## src/rtl/lc3b_seq_alu.sv

```systemverilog
`default_nettype none
// ============================================================================
// Module   : lc3b_seq_alu
// Purpose  : LC-3b style ALU with valid/ready handshake. Logic ops and add
//            complete in one cycle; shifts run one bit per cycle from a
//            down-counter loaded with the shift amount.
// Revision : 1.0  initial release
// ============================================================================
module lc3b_seq_alu #(
  parameter int WIDTH = 16,
  parameter int SHW   = $clog2(WIDTH)
) (
  input  logic             clk,
  input  logic             reset_n,
  input  logic             in_valid,
  output logic             in_ready,
  input  logic [3:0]       op,
  input  logic [WIDTH-1:0] a,
  input  logic [WIDTH-1:0] b,
  output logic             out_valid,
  input  logic             out_ready,
  output logic [WIDTH-1:0] result,
  output logic [2:0]       nzp,
  output logic             cout,
  output logic             err
);

  localparam logic [3:0] OP_ADD  = 4'd0;
  localparam logic [3:0] OP_AND  = 4'd1;
  localparam logic [3:0] OP_NOT  = 4'd2;
  localparam logic [3:0] OP_PASS = 4'd3;
  localparam logic [3:0] OP_SLL  = 4'd4;
  localparam logic [3:0] OP_SRL  = 4'd5;
  localparam logic [3:0] OP_SRA  = 4'd6;

  localparam logic [1:0] IDLE  = 2'd0;
  localparam logic [1:0] SHIFT = 2'd1;
  localparam logic [1:0] DONE  = 2'd2;

  logic [1:0]       state;
  logic [1:0]       state_nx;
  logic [SHW-1:0]   cnt;
  logic [3:0]       op_q;

  logic             is_shift;
  logic [SHW-1:0]   amt;
  logic [WIDTH:0]   sum;
  logic [WIDTH-1:0] acc_res;
  logic             acc_cout;
  logic             acc_err;
  logic [WIDTH-1:0] step_res;

  // Condition codes: exactly one bit set, negative takes the sign bit.
  function automatic logic [2:0] nzp_of(input logic [WIDTH-1:0] v);
    if (v == '0)
      nzp_of = 3'b010;
    else if (v[WIDTH-1])
      nzp_of = 3'b100;
    else
      nzp_of = 3'b001;
  endfunction

  assign is_shift = (op == OP_SLL) || (op == OP_SRL) || (op == OP_SRA);
  assign amt      = b[SHW-1:0];

  // State register.
  always_ff @(posedge clk or negedge reset_n) begin
    if (!reset_n)
      state <= IDLE;
    else
      state <= state_nx;
  end

  // Next-state logic; a zero-amount shift skips SHIFT entirely.
  always_comb begin
    state_nx = state;
    case (state)
      IDLE: begin
        if (in_valid)
          state_nx = (is_shift && (amt != '0)) ? SHIFT : DONE;
      end
      SHIFT: begin
        if (cnt <= SHW'(1))
          state_nx = DONE;
      end
      DONE: begin
        if (out_ready)
          state_nx = IDLE;
      end
      default: state_nx = IDLE;
    endcase
  end

  // Handshake outputs decoded straight from the state.
  always_comb begin
    in_ready  = (state == IDLE);
    out_valid = (state == DONE);
  end

  // Value loaded on the accept edge; shifts start from the unshifted source.
  always_comb begin
    sum      = {1'b0, a} + {1'b0, b};
    acc_res  = '0;
    acc_cout = 1'b0;
    acc_err  = 1'b0;
    case (op)
      OP_ADD:  {acc_cout, acc_res} = sum;
      OP_AND:  acc_res = a & b;
      OP_NOT:  acc_res = ~a;
      OP_PASS: acc_res = a;
      OP_SLL,
      OP_SRL,
      OP_SRA:  acc_res = a;
      default: acc_err = 1'b1;
    endcase
  end

  // One-bit shift step applied to the working register while in SHIFT.
  always_comb begin
    case (op_q)
      OP_SLL:  step_res = {result[WIDTH-2:0], 1'b0};
      OP_SRL:  step_res = {1'b0, result[WIDTH-1:1]};
      default: step_res = {result[WIDTH-1], result[WIDTH-1:1]};
    endcase
  end

  // Datapath: capture on accept, step during SHIFT, hold otherwise.
  always_ff @(posedge clk or negedge reset_n) begin
    if (!reset_n) begin
      cnt    <= '0;
      op_q   <= '0;
      result <= '0;
      nzp    <= 3'b000;
      cout   <= 1'b0;
      err    <= 1'b0;
    end else begin
      case (state)
        IDLE: begin
          if (in_valid) begin
            op_q   <= op;
            cnt    <= is_shift ? amt : '0;
            result <= acc_res;
            nzp    <= nzp_of(acc_res);
            cout   <= acc_cout;
            err    <= acc_err;
          end
        end
        SHIFT: begin
          cnt    <= cnt - SHW'(1);
          result <= step_res;
          nzp    <= nzp_of(step_res);
        end
        default: begin
        end
      endcase
    end
  end

endmodule
`default_nettype wire
```

## config.mk

```make
export PLATFORM = sky130hd
export DESIGN_NAME = lc3b_seq_alu
export DESIGN_NICKNAME = d
export VERILOG_FILES = /design/src/rtl/lc3b_seq_alu.sv
export SDC_FILE = /design/constraint.sdc
export NUM_CORES = 1
export LEC_CHECK = 0
export BUFFER_PORTS_ARGS = -buffer_cell sky130_fd_sc_hd__clkbuf_2
export CAP_MARGIN = 20
export CORE_ASPECT_RATIO = 1.2
export CORE_UTILIZATION = 50
export DETAILED_ROUTE_END_ITERATION = 6
export PLACE_DENSITY = 0.81
export SETUP_SLACK_MARGIN = 0.2
export SKIP_LAST_GASP = 1
export SLEW_MARGIN = 20
export SYNTH_ARGS = -nofsm -noshare
export SYNTH_HDL_FRONTEND = slang
export SYNTH_SLANG_ARGS = --single-unit
```

## constraint.sdc

```tcl
create_clock -name clk -period 2 [get_ports clk]
set_clock_uncertainty 0.05 [all_clocks]
set_input_delay 0.3 -clock clk [delete_from_list [all_inputs] [get_ports clk]]
set_output_delay 0.3 -clock clk [all_outputs]
set_load 0.02 [all_outputs]
```

# Word level (Yosys, flattened, before mapping)
# Cells that the tools add are included.
[totals] ff_bits=31 in_bits=40 out_inout_bits=23 wordCells=59
[classes] addsub=2 order_cmp=1 n_eq_ne=13 mux=20 n_bitwise=2 reduce_logical=14
[op_table] cell="case mux 16 bit (2 select lines)" n=2
[op_table] cell="case mux 16 bit (4 select lines)" n=1
[op_table] cell="logical NOT 16 bit" n=2
[op_table] cell="== test 4 x 3 -> 1 bit (second input constant)" n=5
[op_table] cell="adder 16 x 16 -> 17 bit" n=1
[op_table] cell="AND 16 bit" n=1
[op_table] cell="2-to-1 mux 16 bit" n=1
[op_table] cell="NOT 16 bit" n=1
[op_table] cell="2-to-1 mux 3 bit" n=5
[op_table] cell="== test 4 x 2 -> 1 bit (second input constant)" n=2
[op_table] cell="2-to-1 mux 2 bit" n=4
[op_table] cell="2-to-1 mux 4 bit" n=2
[op_table] cell="case mux 4 bit (2 select lines)" n=1
[op_table] cell="OR reduction 7 bit" n=1
[op_table] cell="case mux 2 bit (3 select lines)" n=1
[op_table] cell="case mux 3 bit (2 select lines)" n=1
[op_table] cell="== test 4 x 1 -> 1 bit (second input constant)" n=1
[op_table] cell="<= comparator 4 x 1 -> 1 bit (second input constant)" n=1
[op_table] cell="logical NOT 4 bit" n=1
[op_table] cell="inequality test 2 bit (second input constant)" n=2
[op_table] cell="AND reduction 2 bit" n=2
[op_table] cell="nonzero test 4 bit" n=1
[op_table] cell="OR reduction 4 bit" n=1
[op_table] cell="subtractor 4 x 1 -> 4 bit (second input constant)" n=1
[op_table] cell="other kinds (9)" n=11

# Depth between registers and ports, before layout
# Gate-level depths: netlist of run 1.
[depth] ltp_word=7 ltp_mapped=10 mapped_depth_nobuf=10

# Least setup slack after synthesis of run 1
# No wires, ideal clock.
[synth_path] path_kind="input-to-reg" start="in a[0]" end="reg nzp[0]" setup_time_ns=0.126 arrival_ns=2.638 t_required_ns=1.824 setup_slack_ns=-0.814 cell_stages=10 n_path_buf=0 cell_sequence="ha_1 fa_1 a21o_1 a221oi_2 o41ai_2 o31ai_1 mux2i_1 and3_1 nand4b_1 a221o_1"
[synth_via] elab_chain_cells=6 elab_cells_between_ends=9 classes_between="add/sub (1); mux (5); bitwise (2); reduce/logical (1)"
[synth_lines] item="from (decl)" line="18" source="input logic [WIDTH-1:0] a,"
[synth_lines] item="adder 16 x 16 -> 17 bit, or another cell as far along" line="102" source="sum = {1'b0, a} + {1'b0, b};"
[synth_lines] item="case mux 16 bit (4 select lines) *" line="106" source="case (op)"
[synth_lines] item="logical NOT 16 bit / 2-to-1 mux 3 bit (equally long branches)" line="55, 57"
[synth_lines] item="2-to-1 mux 3 bit *" line="55" source="if (v == '0)"
[synth_lines] item="2-to-1 mux 3 bit *" line="139" source="if (in_valid) begin"
[synth_lines] item="case mux 3 bit (2 select lines) *" line="137" source="case (state)"
[synth_lines] item="to (signal assigned)" line="143" source="nzp <= nzp_of(acc_res);"
[synth_lines] item="to (signal assigned)" line="151" source="nzp <= nzp_of(step_res);"
[synth_lines] item="to (decl)" line="23" source="output logic [2:0] nzp,"
# Mark *: on every way between the ends. The rest lies on a longest branch, timed or not. The select of a mux whose other input is x is not followed.
# A chain may end at the register's enable or synchronous reset.

# Worst setup path in the final report of run 1
[layout_path] start="in b[0]" end="reg nzp[0]"
[layout_via] elab_chain_cells=6 elab_cells_between_ends=8 classes_between="add/sub (1); mux (5); bitwise (1); reduce/logical (1)"
[layout_lines] item="from (decl)" line="19" source="input logic [WIDTH-1:0] b,"
[layout_lines] item="adder 16 x 16 -> 17 bit / AND 16 bit (equally long branches)" line="102, 108"
[layout_lines] item="case mux 16 bit (4 select lines) *" line="106"
[layout_lines] item="logical NOT 16 bit / 2-to-1 mux 3 bit (equally long branches)" line="55, 57"
[layout_lines] item="2-to-1 mux 3 bit *" line="55"
[layout_lines] item="2-to-1 mux 3 bit *" line="139"
[layout_lines] item="case mux 3 bit (2 select lines) *" line="137"
# Marks and branches as above.

==> results of run 1 <==
==> worst max-delay path: stages <==
cell	delay [ps]
buf_8	100
ha_4	150
fa_2	360
a21o_1	210
a221oi_4	370
o41ai_4	130
o31ai_2	240
mux2i_1	310
and3_1	210
nand4b_1	130
a221o_1	320
==> layout make-up <==
class / count / area share
multi-input cells: 321 / 0.511
clock buffers: 6 / 0.0160
flip-flops and latches: 31 / 0.150
clock inverters: 2 / 0.00679
inverters: 10 / 0.00801
well taps: 82 / 0.0199
repair buffers: 202 / 0.288
==> routing by layer <==
layer / wire (um) / global-route usage / up-vias / part of all wire
met4: 1020 / 0.234 / 0 / 0.075
met2: 6710 / 0.661 / 359 / 0.49
li1: - / - / 1821 / -
met5: 0 / 0 / - / 0
met3: 1080 / 0.0535 / 110 / 0.079
met1: 4830 / 0.404 / 1955 / 0.35
==> path summary, 6_finish.rpt <==
kind	to	slack, ps	depth (start not counted)
worst max register to register	nzp[0]$_DFFE_PN0P_	-270	8
worst min register to register	cout$_DFFE_PN0P_	460	2
worst max-delay path	nzp[0]$_DFFE_PN0P_	-730	11
max in group asynchronous	result[0]$_DFFE_PN0P_	1410	1
worst min-delay path	op_q[2]$_DFFE_PN0P_	20	1
min in group clk	state[1]$_DFFE_PN0P_	220	3
==> where the power goes <==
| group | internal [W] | switching (W) |
|---|---|---|
| clock network | 0.000403 | 0.000250 |
| registers | 0.000897 | 0.000331 |
| logic | 0.00139 | 0.00171 |
| total | 0.00269 | 0.00229 |
==> sequential cells by signal, indices dropped and copies added, names as in the netlist <==
| register | flops |
|---|---|
| err | 1 |
| state | 2 |
| cnt | 4 |
| cout | 1 |
| nzp | 3 |
| op_q | 4 |
| result | 16 |
==> cells in the mapped netlist (all sizes together), types with 5 or more instances <==
cell and number:
nor2b 9, xor2 5, o31ai 5, nand2b 5
nor2 30, ha 18, a21oi 27, a211oi 7
nand2 45, o211ai 5, clkbuf 9, a31oi 5
mux2i 17, a22o 6, inv 9, or3 5
o2bb2ai 6, nor3 10, a22oi 11, a21o 9
dfrtp 31, xnor2 7, buf 11, o21ai 31
==> per-stage QoR <==
step / power [W] / utilization / cells / hold WS, ps / setup TNS (ps)
final: 0.00498 / 0.858 / 654 / 15.6 / -6040
after global routing: 0.00525 / 0.858 / 654 / 67.2 / -7160
after CTS: 0.00454 / 0.804 / 638 / 44.0 / -3780
after detailed placement: 0.00371 / 0.732 / 619 / 346 / -8670
after global placement: 0.00362 / 0.732 / 619 / 344 / -8030
after floorplan: 0.00273 / - / 382 / -45.6 / -2290
==> kinds of logic (layout without fill, tap and decap cells) <==
| group | Yosys count | in the layout | synth area share |
|---|---|---|---|
| AOI/OAI and AO/OA | 139 | 139 | 0.313 |
| and+or+nand+nor | 130 | 130 | 0.208 |
| DFF | 31 | 31 | 0.249 |
| buffers and inverters | 30 | 220 | 0.0478 |
| muxes | 21 | 21 | 0.0691 |
| adders and majority gates | 19 | 19 | 0.0788 |
| xor gates and xnor gates | 12 | 12 | 0.0338 |
==> what timing repair did <==
| item | CTS | global route |
|---|---|---|
| resized for setup | 41 | 55 |
| pin swaps | 34 | 41 |
| setup buffers | 11 | 16 |
| setup endpoints to repair | 19 | 19 |
==> metrics, run 1 <==
status finished with violations; failing checks setup timing; FILL cells 279; fraction of layout cells with a size suffix above 1 0.495; Final #Nets 630; Die Footprint 6550 um^2; global-route wire length before repair 18,600 um; GRT Total Usage 0.370; Detailed Place HPWL roughly 7700 um; Post-synth EDFFs 0; CTS hold repair buffers 0; largest net degree at the start of global routing 32; worst vdd ir 0.642 mV; synth warn 0; CTS clk-pin slew, worst paths about 70 ps; grt ovf 0; initial core utilization 0.518; die height 88.4 um; Die Wd 74.0 um; Mapped Area 3110 um^2; Seq/Total Area, Yosys 0.249; Root Buffer clkbuf_8; # rows 31; post-synthesis cell type count 65; Final Hold Fails 0; Critical Path AT 2860 ps; Core Area 6010 um^2; vias in the first global route 3,965; antenna diode count 0; fin worst setup slack -726 ps; Hold Path Class primary input to async pin; slew margin rel. 0.469; area of the multi-input gates 2640 um^2; worst setup path class primary input to flip-flop; Port Buffers 62; post-synthesis cell count 382; dpl ws -957 ps; RSZ-0062 raised after global routing true; vias post-DR between 4k and 5k; Power Dens Cells 967 nW/um^2; r2r startpoint op_q[1]$_DFFE_PN0P_; top cells by area, synth dfrtp_1 (25%), ha_1 (7.2%), mux2i_1 (5.5%), nand2_1 (5.3%), o21ai_0 (4.7%); most common cell after layout, fill and taps aside buf_4; fin crit share 1.36; Worst Setup SP b[0]; most frequent cells in the layout buf_4 (127), clkbuf_2 (52), nand2_1 (41); drt first pass iters 7; final setup vio count 16; clk sinks 31; Area Growth Syn to Fin 65.6%; clock tree buffer depth 2; number of synthesized register bits 31; crit path max fanout 3; Post-route DRC 0; CP endpoint kind flip-flop; Leak around 2.4 nW; DR WL/cell 20.8 um; fin crit period 2730 ps; async set-or-reset flop fraction in the synthesized netlist 1.00; Synth Flop Type dfrtp_1; Post-DRT Antenna Nets 0; Initial DRC Count 420; critical path required time 2130 ps; H-tree Lvls 2; Setup crit start kind primary input; initial antenna violation count 0; insertion delay to the later sink of the worst-skew pair 290 ps; Mean Syn Cell Area a little over 8 um^2; Placed Area 4400 um^2; maximum clock rate 367 MHz; vias per cell approximately 6.5; total I/O pin count 63; Max Cap Viol 0; CTS tree yes; storage element area 776 um^2; total CTS buffers 5; Post-Layout Inst Area just over 5000 um^2; routed wire length approximately 14,000 um; Worst Max-Slew Pin Slew roughly 800 ps; top cell type's share of synthesized area 0.249; Slew Limit Fails 0; Yosys top cell by area dfrtp_1; RePlAce Congestion 0.922; Mapped Nets 441
No activity file was read; power rests on OpenSTA's default activity.
==> run 2: changes to the inputs <==
Settings changed: CTS_BUF_LIST set to sky130_fd_sc_hd__clkbuf_4.
==> run 2 against run 1 <==
The run ends with DRC, setup timing left; critical path depth unchanged; clock power decreased by 23%; worst hold slack improved by 120 ps; wire length shrank 3.3%; count of clock-buffer cells in the layout is 1 lower; total power down 3.7%; largest power group unchanged.
==> metrics, run 2 (same netlist as run 1, synthesis figures left out) <==
largest net degree at the start of global routing 32 (unchanged); placed cell count 619 (unchanged); switching part of the total 0.477 (+0.0168); drt first pass iters 7 (unchanged); die height 88.4 um (unchanged); worst vdd ir 0.584 mV (-9.0%); clock tree buffer depth 2 (unchanged); Leak 2.31 nW (-2.9%); FILL cells 331 (+19%); CP endpoint kind flip-flop; Hold Path Class primary input to flip-flop; insertion delay to the later sink of the worst-skew pair 370 ps (+80 ps); sequential share of power 0.258 (+0.012); vias in the first global route 3,906 (-1.5%); Slew Limit Fails 0 (unchanged); vias post-DR 4,202 (-1.0%); Net Sw Power 0.00229 W (-0.14%); Final #Nets 625 (-0.79%); Critical Path AT 2770 ps (-90 ps); hold_ws 131 ps (+116 ps); Post-Layout Inst Area 5040 um^2 (-2.3%); H-tree Lvls 2 (unchanged); Setup crit start kind primary input; Root Buffer clkbuf_4; CTS clk-pin slew, worst paths 120 ps (+50 ps); slew margin rel. 0.414 (-0.0554); Worst Max-Slew Pin Slew 876 ps (+82.7 ps); global-route wire length before repair 18,400 um (-1.1%); most frequent cells in the layout buf_4 (122), clkbuf_2 (59), nand2_1 (41); Area Growth Syn to Fin 61.8%; RePlAce Congestion 0.922 (unchanged); most common cell after layout, fill and taps aside buf_4; failing checks DRC, setup timing; largest registers result: 16 flops, cnt: 4 flops, op_q: 4 flops; Die Wd 74.0 um (unchanged); Post-DRT Antenna Nets 0 (unchanged); DR WL/cell 20.3 um (-2.5%); fin crit period 2560 ps (-168 ps); antenna diode count 0 (unchanged); fin worst setup slack -558 ps (+168 ps); worst setup path class primary input to flip-flop; crit path max fanout 3 (unchanged); fraction of layout cells with a size suffix above 1 0.494 (-0.000928); Placed Area 4400 um^2 (unchanged); Core Area 6010 um^2 (unchanged); Max Cap Viol 0 (unchanged); maximum clock rate 391 MHz (+6.6%); clock share of power 0.104 (-0.027); GRT Total Usage 0.365 (-0.00482); # rows 31 (unchanged); initial antenna violation count 0 (unchanged); critical path required time 2210 ps (+80 ps); status finished with violations; final setup vio count 15 (-1); Die Footprint 6550 um^2 (unchanged); max FFs per register 16 (unchanged); Final Util 0.838 (-0.0198); largest register by flop count result; routed wire length 13,200 um (-3.3%); fin cells 649 (-0.76%); total CTS buffers 5 (unchanged); Power Dens Cells 953 nW/um^2 (-1.4%); fin crit share 1.28 (-0.0842); dpl ws -957 ps (unchanged); P_int 0.00251 W (-6.7%); initial core utilization 0.518 (unchanged); Post-route DRC 4 (+4); Comb pwr share 0.637 (+0.014); RSZ-0062 raised after global routing true; total I/O pin count 63 (unchanged); Detailed Place HPWL 7750 um (unchanged); vias per cell 6.47 (-0.25%); clk sinks 31 (unchanged); Initial DRC Count 487 (+16%); Final Hold Fails 0 (unchanged); storage element area 776 um^2 (unchanged); area of the multi-input gates 2640 um^2 (about the same); Port Buffers 62 (unchanged); grt ovf 0 (unchanged); CTS tree yes
-- run 2: worst paths after layout --
kind / slack, ps / to / from / depth (start not counted)
hold / removal: 130 / state[1]$_DFFE_PN0P_ / out_ready / 3
max in group asynchronous: 910 / result[6]$_DFFE_PN0P_ / reset_n / 2
setup / recovery: -560 / nzp[0]$_DFFE_PN0P_ / b[0] / 11
setup reg to reg: -170 / nzp[0]$_DFFE_PN0P_ / op_q[1]$_DFFE_PN0P_ / 8
hold reg to reg: 490 / cnt[3]$_DFFE_PN0P_ / cnt[3]$_DFFE_PN0P_ / 2
min in group asynchronous: 480 / op_q[2]$_DFFE_PN0P_ / reset_n / 2
-- run 2: per-stage QoR --
step                total power, W  setup TNS, ps
floorplan                  0.00273          -2290
detailed placement         0.00371          -8670
global route               0.00505          -5640
CTS                        0.00439          -2990
finish                     0.00480          -4760
global placement           0.00362          -8030
-- run 2: routing by layer --
metal  global-route usage  share of wire  up-vias
li1                     -              -     1819
met1                0.405           0.35     1958
met2                0.659           0.50      315
met3               0.0490          0.076      110
met4                0.208          0.076        0
met5                    0              0        -
-- run 2: cell type report --
cell class / count / area share
inverter: 10 / 0.00820
multi-input combinational: 321 / 0.524
sequential: 31 / 0.154
timing repair buffer: 197 / 0.279
clock inverter: 3 / 0.00770
tap: 82 / 0.0204
clock buffer: 5 / 0.00745
-- run 2: repair_timing --
action / in CTS / in global routing
pin swaps: 28 / 28
setup endpoints to repair: 18 / 19
buffers inserted: 13 / 8
endpoints found under the hold margin: 31 / 0
resized for setup: 41 / 38
hold buffers: 1 / 0
-- run 2: worst max-delay path, cell delays in order --
cell,delay (ps)
buf_8,100
ha_4,150
fa_2,360
a21o_1,220
a221oi_4,340
o41ai_2,150
o31ai_2,210
mux2i_1,290
and3_1,210
nand4b_1,120
a221o_1,320
-- run 2: power groups by stage --
stage	Clock, W	Sequential (W)	Combinational, W
6_report	0.000501	0.00124	0.00306
5_1_grt	0.000523	0.00126	0.00327
4_1_cts	0.000480	0.00120	0.00271
3_5_place_dp	0	0.00121	0.00250
3_3_place_gp	0	0.00119	0.00243
2_1_floorplan	0	0.00131	0.00142
